[config.mk]
export PLATFORM = sky130hd
export DESIGN_NAME = pwm_carrier_gen
export DESIGN_NICKNAME = d
export VERILOG_FILES = /design/src/rtl/pwm_carrier_gen_pkg.sv /design/src/rtl/sync_edge_detect.sv /design/src/rtl/pwm_carrier_gen.sv
export SDC_FILE = /design/constraint.sdc
export NUM_CORES = 1
export LEC_CHECK = 0
export ABC_AREA = 1
export CAP_MARGIN = 20
export CORE_MARGIN = 2
export CORE_UTILIZATION = 60
export CTS_BUF_LIST = sky130_fd_sc_hd__clkbuf_8
export DETAILED_ROUTE_END_ITERATION = 10
export DONT_BUFFER_PORTS = 1
export HOLD_SLACK_MARGIN = 0.05
export PLACE_DENSITY = 0.83
export SLEW_MARGIN = 20
export SYNTH_ARGS = -nofsm -noshare
export SYNTH_HDL_FRONTEND = slang
export SYNTH_SLANG_ARGS = --single-unit
[constraint.sdc]
create_clock -name clk_i -period 2.9 [get_ports clk_i]
set_clock_uncertainty 0.05 [all_clocks]
set_input_delay 0.58 -clock clk_i [delete_from_list [all_inputs] [get_ports clk_i]]
set_output_delay 0.58 -clock clk_i [all_outputs]
set_load 0.02 [all_outputs]
[src/rtl/pwm_carrier_gen_pkg.sv]
// Shared definitions for the PWM carrier generator and the PWM channels.
//   period_t           16-bit unsigned half-period, in clocks
//   PWM_DEFAULT_PERIOD half-period loaded at reset
//   PWM_MIN_PERIOD     smallest accepted half-period
//   clamp_period()     raises a requested half-period to the minimum
package pwm_carrier_gen_pkg;

   typedef logic [15:0] period_t;

   localparam period_t PWM_DEFAULT_PERIOD = 16'd1000;
   localparam period_t PWM_MIN_PERIOD     = 16'd16;

   function automatic period_t clamp_period(input period_t req, input period_t min_p);
      return (req < min_p) ? min_p : req;
   endfunction

endpackage

[src/rtl/sync_edge_detect.sv]
// Two-flop synchroniser followed by a rising-edge detector for the external
// carrier sync. Only built when PWM_CARRIER_EXT_SYNC_EN is defined.
//   clk_i    system clock
//   rst_ni   asynchronous active-low reset, clears all flops
//   async_i  asynchronous level input
//   pulse_o  one-cycle pulse on a synchronised rising edge, driven only by flops
`ifdef PWM_CARRIER_EXT_SYNC_EN
module sync_edge_detect (
   input  logic clk_i,
   input  logic rst_ni,
   input  logic async_i,
   output logic pulse_o
);

   logic meta_q;
   logic sync_q;
   logic prev_q;

   always_ff @(posedge clk_i or negedge rst_ni) begin
      if (!rst_ni) begin
         meta_q <= 1'b0;
         sync_q <= 1'b0;
         prev_q <= 1'b0;
      end else begin
         meta_q <= async_i;
         sync_q <= meta_q;
         prev_q <= sync_q;
      end
   end

   assign pulse_o = sync_q & ~prev_q;

endmodule
`endif

[src/rtl/pwm_carrier_gen.sv]
// PWM carrier generator: a half-period counter with a phase flag, a shadowed
// period register that is committed at each full-cycle boundary, and an
// optional external sync (macro PWM_CARRIER_EXT_SYNC_EN).
//   clk_i, rst_ni            clock, asynchronous active-low reset
//   enable_i                 carrier run enable
//   period_i/period_valid_i  requested half-period and its one-cycle strobe
//   sync_i/sync_offset_i     external sync level and counter load value
//   local_counter_o          position within the current half-period
//   current_period_o         active half-period
//   next_period_o            shadow half-period for the next cycle
//   sync_phase_o             0 = first half, 1 = second half
//   period_start_o           pulse on the first clock of each full cycle
//   period_ack_o             pulse confirming a shadow load
// All outputs come straight from flops.
module pwm_carrier_gen
   import pwm_carrier_gen_pkg::*;
#(
   parameter period_t DEFAULT_PERIOD = PWM_DEFAULT_PERIOD,
   parameter period_t MIN_PERIOD     = PWM_MIN_PERIOD
) (
   input  logic        clk_i,
   input  logic        rst_ni,
   input  logic        enable_i,
   input  logic [15:0] period_i,
   input  logic        period_valid_i,
   input  logic        sync_i,
   input  logic [15:0] sync_offset_i,
   output logic [15:0] local_counter_o,
   output logic [15:0] current_period_o,
   output logic [15:0] next_period_o,
   output logic        sync_phase_o,
   output logic        period_start_o,
   output logic        period_ack_o
);

   period_t counter_q, counter_d;
   period_t cur_q, cur_d;
   period_t nxt_q, nxt_d;
   logic    phase_q, phase_d;
   logic    start_q, start_d;
   logic    ack_q, ack_d;
   // Set once the carrier has been running for at least one clock; a low
   // value marks the first active clock after reset or enable.
   logic    run_q, run_d;

`ifdef PWM_CARRIER_EXT_SYNC_EN
   logic sync_pulse;

   sync_edge_detect u_sync_edge_detect (
      .clk_i   (clk_i),
      .rst_ni  (rst_ni),
      .async_i (sync_i),
      .pulse_o (sync_pulse)
   );
`else
   logic unused_sync;
   assign unused_sync = ^{sync_i, sync_offset_i};
`endif

   always_comb begin
      counter_d = counter_q;
      phase_d   = phase_q;
      cur_d     = cur_q;
      start_d   = 1'b0;
      run_d     = enable_i;
      // The shadow updates independently; a boundary in the same clock still
      // sees the old nxt_q.
      ack_d     = period_valid_i;
      nxt_d     = period_valid_i ? clamp_period(period_i, MIN_PERIOD) : nxt_q;

      if (!enable_i) begin
         counter_d = '0;
         phase_d   = 1'b0;
      end else if (!run_q) begin
         counter_d = '0;
         phase_d   = 1'b0;
         cur_d     = nxt_q;
         start_d   = 1'b1;
`ifdef PWM_CARRIER_EXT_SYNC_EN
      end else if (sync_pulse) begin
         counter_d = (sync_offset_i < nxt_q) ? sync_offset_i : '0;
         phase_d   = 1'b0;
         cur_d     = nxt_q;
         start_d   = 1'b1;
`endif
      end else if (counter_q >= cur_q - 16'd1) begin
         // >= also catches a counter left above a shortened period.
         counter_d = '0;
         phase_d   = ~phase_q;
         if (phase_q) begin
            cur_d   = nxt_q;
            start_d = 1'b1;
         end
      end else begin
         counter_d = counter_q + 16'd1;
      end
   end

   always_ff @(posedge clk_i or negedge rst_ni) begin
      if (!rst_ni) begin
         counter_q <= '0;
         phase_q   <= 1'b0;
         cur_q     <= DEFAULT_PERIOD;
         nxt_q     <= DEFAULT_PERIOD;
         start_q   <= 1'b0;
         ack_q     <= 1'b0;
         run_q     <= 1'b0;
      end else begin
         counter_q <= counter_d;
         phase_q   <= phase_d;
         cur_q     <= cur_d;
         nxt_q     <= nxt_d;
         start_q   <= start_d;
         ack_q     <= ack_d;
         run_q     <= run_d;
      end
   end

   assign local_counter_o  = counter_q;
   assign current_period_o = cur_q;
   assign next_period_o    = nxt_q;
   assign sync_phase_o     = phase_q;
   assign period_start_o   = start_q;
   assign period_ack_o     = ack_q;

endmodule

==> impl_metrics.py <==
metrics = {
    "sta": {
        "worst_slack_ns": 0.1401,
        "fmax_mhz": 362.3,
        "final-max-slew-violation-count": 0,
        "timing.final.crit_share_pct": 95.17,
        "tightest_slew_ns": 0.4175,
        "setup_viol": 0,
        "hold_viol": 0,
        "slew_headroom_pct": 72.16,
        "fin_crit_ns": 2.760,
    },
    "setup_path": {
        "r2r_start": "current_period_o[5]",
        "crit_path_frequent_cell": "nand3_1",
        "critical-path-top-delay-family": "simple AND/OR/NAND/NOR gates",
        "path_class": "reg2reg",
        "cp_slowest_cell": "dfstp_2",
        "crit_buf_inv": 3,
        "cp-end-kind": "flip-flop",
        "cp_max_fo": 16,
        "crit_chain": "nor2_2 -> nand3_1 -> nor3_4 -> nand3_1 -> xnor2_1 -> inv_1 -> ha_1 -> nand2_1 -> inv_1 -> nand3_2 -> nor2_2 -> nand2_2 -> nand2_4 -> buf_12 -> nand3_1 -> nand2_1",
        "critical_path_depth": 16,
        "crit_arrival_ns": 2.95,
        "crit_path_start_kind": "flip-flop",
        "r2r_setup_slack_ns": 0.14,
        "crit_start": "current_period_o[5]",
        "critPathCapture": "current_period_o[10]",
        "r2r_end": "current_period_o[10]",
        "cp_slowest_stage_delay_ns": 0.46,
        "r2r_cells": 16,
        "required_ns": 3.09,
    },
    "route": {
        "drt-vias-per-instance": 5.335,
        "finalWirelength_um": 6225,
        "drc_errors": 0,
        "drt_iter0_drc": 113,
        "firstDrtPassIters": 4,
        "antenna_left": 0,
        "wire_per_inst_um": 14.38,
        "num_vias": 2310,
    },
    "placement": {
        "globalplace.congestion": 0.8855,
        "dp_cells": 422,
        "place_ws_ns": 0.1494,
        "dp_hpwl_um": 4410,
        "portBuffers": 0,
    },
    "global_routing": {
        "antenna_found_initial": 0,
        "grt_max_degree": 50,
        "grt_usage_pct": 23.53,
        "grt_pass1_wl_um": 9977,
        "first_global_vias": 2234,
        "grt_overflow": 0,
    },
    "synthesis": {
        "synthFlopType": "dfrtp_1",
        "netlist.area_leader.share_pct": 33.70,
        "synthMuxAreaShare_pct": 4.170,
        "synthSimpleGateAreaFrac_pct": 26.24,
        "synth_top_family_by_area": "simple AND/OR/NAND/NOR gates",
        "synthXorXnorAreaFrac_pct": 6.782,
        "synth_nets": 407,
        "yosysWarningCount": 0,
        "synth_compound_area_share_pct": 3.117,
        "synth_area_per_cell_um2": 8.438,
        "ys_async_sr_fraction_pct": 100.0,
        "synth_edf_count": 0,
        "mappedNetlistArea_um2": 2970,
        "postSynthCellCount": 352,
        "synth_top_area_cell": "dfrtp_1",
        "synth.area.top_cells": "dfrtp_1 (34%), dfstp_2 (11%), nand2_1 (9.4%)",
        "ys_ff_latch": 52,
        "synth_adder_area_share_pct": 7.582,
        "yosysSeqAreaShare_pct": 44.31,
        "synth_cell_types": 29,
    },
    "cells_and_area": {
        "syn_to_final_growth_pct": 10.40,
        "nets": 420,
        "layout_commonest_cell": "nand2_1",
        "num_antenna_cells": 0,
        "final_cell_mix": "nand2_1 (73), inv_1 (49), nor2_1 (40), dfrtp_1 (40), nand3_1 (33)",
        "drive_gt1_share_pct": 15.85,
        "final_cell_count_no_fill": 433,
    },
    "flow_run": {
        "maxCapViolations": 0,
    },
    "die": {
        "core_um2": 4755,
        "ios": 88,
        "fp.dieW_um": 74.36,
        "die_h_um": 74.36,
        "start_util_pct": 62.47,
        "die_area_um2": 5529,
        "row_count": 25,
    },
    "clocking": {
        "clk_latency_ns": 0.31,
        "ctsLongestPathBuffers": 2,
        "clk_pin_slew_worst_paths_ns": 0.10,
        "cts_tree": "yes",
        "htree_levels": 2,
        "clkSinkCount": 52,
        "cts_root_buffer": "clkbuf_8",
        "cts_buffers": 5,
    },
    "power": {
        "vdd_drop_max_mv": 0.4405,
        "total_power_mw": 1.867,
        "leakagePower_nw": 1.612,
        "p_per_area_nw_per_um2": 569.2,
    },
    "min_path": {
        "hold_path_class": "in2async",
    },
    "outcome": {
        "status": "finished clean",
    },
}
worst min path at each step:
stage	start	endpoint	cells past startpoint
final	rst_ni	local_counter_o[9]	1
after global routing	rst_ni	period_start_o	1
after CTS	rst_ni	next_period_o[15]	1
after detailed placement	rst_ni	local_counter_o[4]	0
after global placement	rst_ni	local_counter_o[4]	0
after floorplan	rst_ni	current_period_o[0]	0
cell usage after synthesis (4+ instances only):
cell type	count
dfrtp_1	40
inv_1	50
nor2_1	42
o21ai_0	7
mux2_2	11
nor3_1	4
a21oi_1	4
xor2_1	16
nand4_1	7
nor4_1	5
nand3_1	35
ha_1	18
xnor2_1	7
nand2_1	74
dfstp_2	12
stage by stage:
stage / setup TNS [ns] / instance area [um2] / hold WS [ns] / util [%]
6_report: 0 / 3279 / 0.06317 / 68.97
5_1_grt: -0.2565 / 3279 / 0.07298 / 68.97
3_3_place_gp: 0 / 3078 / 0.2359 / 64.74
4_1_cts: 0 / 3217 / 0.06514 / 67.66
2_1_floorplan: 0 / 2970 / 0.2344 / -
3_5_place_dp: 0 / 3078 / 0.2357 / 64.74
flip-flops by register name, summed over array words and instances, names as in the netlist:
signal and flops:
current_period_o 16, local_counter_o 16, next_period_o 16, period_ack_o 1, period_start_o 1, run_q 1
sync_phase_o 1
what timing repair did:
| action | in CTS | in global routing |
|---|---|---|
| gates resized for setup | 0 | 15 |
| hold buffers | 3 | 0 |
| endpoints found under the setup margin | 0 | 33 |
| buffers inserted | 0 | 0 |
| hold endpoints to repair | 49 | 0 |
cell type report:
cell class                      count  area (um2)
Multi-Input combinational cell    244        1469
Sequential cell                    52        1316
Tap cell                           67       83.83
Inverter                           50       187.7
Fill cell                         367        1475
Clock inverter                      3       22.52
Timing Repair Buffer               12       131.4
Clock buffer                        5       68.82
worst reg2reg max path, cell delays in order (launching register included):
cell	delay, ns
dfstp_2	0.46
nor2_2	0.20
nand3_1	0.16
nor3_4	0.21
nand3_1	0.12
xnor2_1	0.15
inv_1	0.08
ha_1	0.31
nand2_1	0.06
inv_1	0.09
nand3_2	0.09
nor2_2	0.14
nand2_2	0.11
nand2_4	0.13
buf_12	0.15
nand3_1	0.09
nand2_1	0.10
layer usage:
metal	GRT usage, %	routed length (um)	vias up	part of all wire, %
met5	0	0	-	0
met4	8.730	103	0	1.7
met3	7.046	421	10	6.8
met2	39.92	3159	84	51
met1	28.31	2541	1062	41
li1	-	-	1154	-
where the power goes:
part	switching (mW)	total (mW)	internal [mW]
clock	0.244	0.418	0.173
combinational	0.284	0.472	0.187
sequential	0.161	0.977	0.816
total	0.690	1.87	1.18
kinds of logic after synthesis:
logic type / after synthesis
adder cells (fa/ha/maj): 18
AO/OA/AOI/OAI: 16
XOR/XNOR: 23
flip-flops: 52
multiplexers: 11
AND/OR/NAND/NOR: 176
buffers and inverters: 56
No activity file was read; power rests on OpenSTA's default activity.
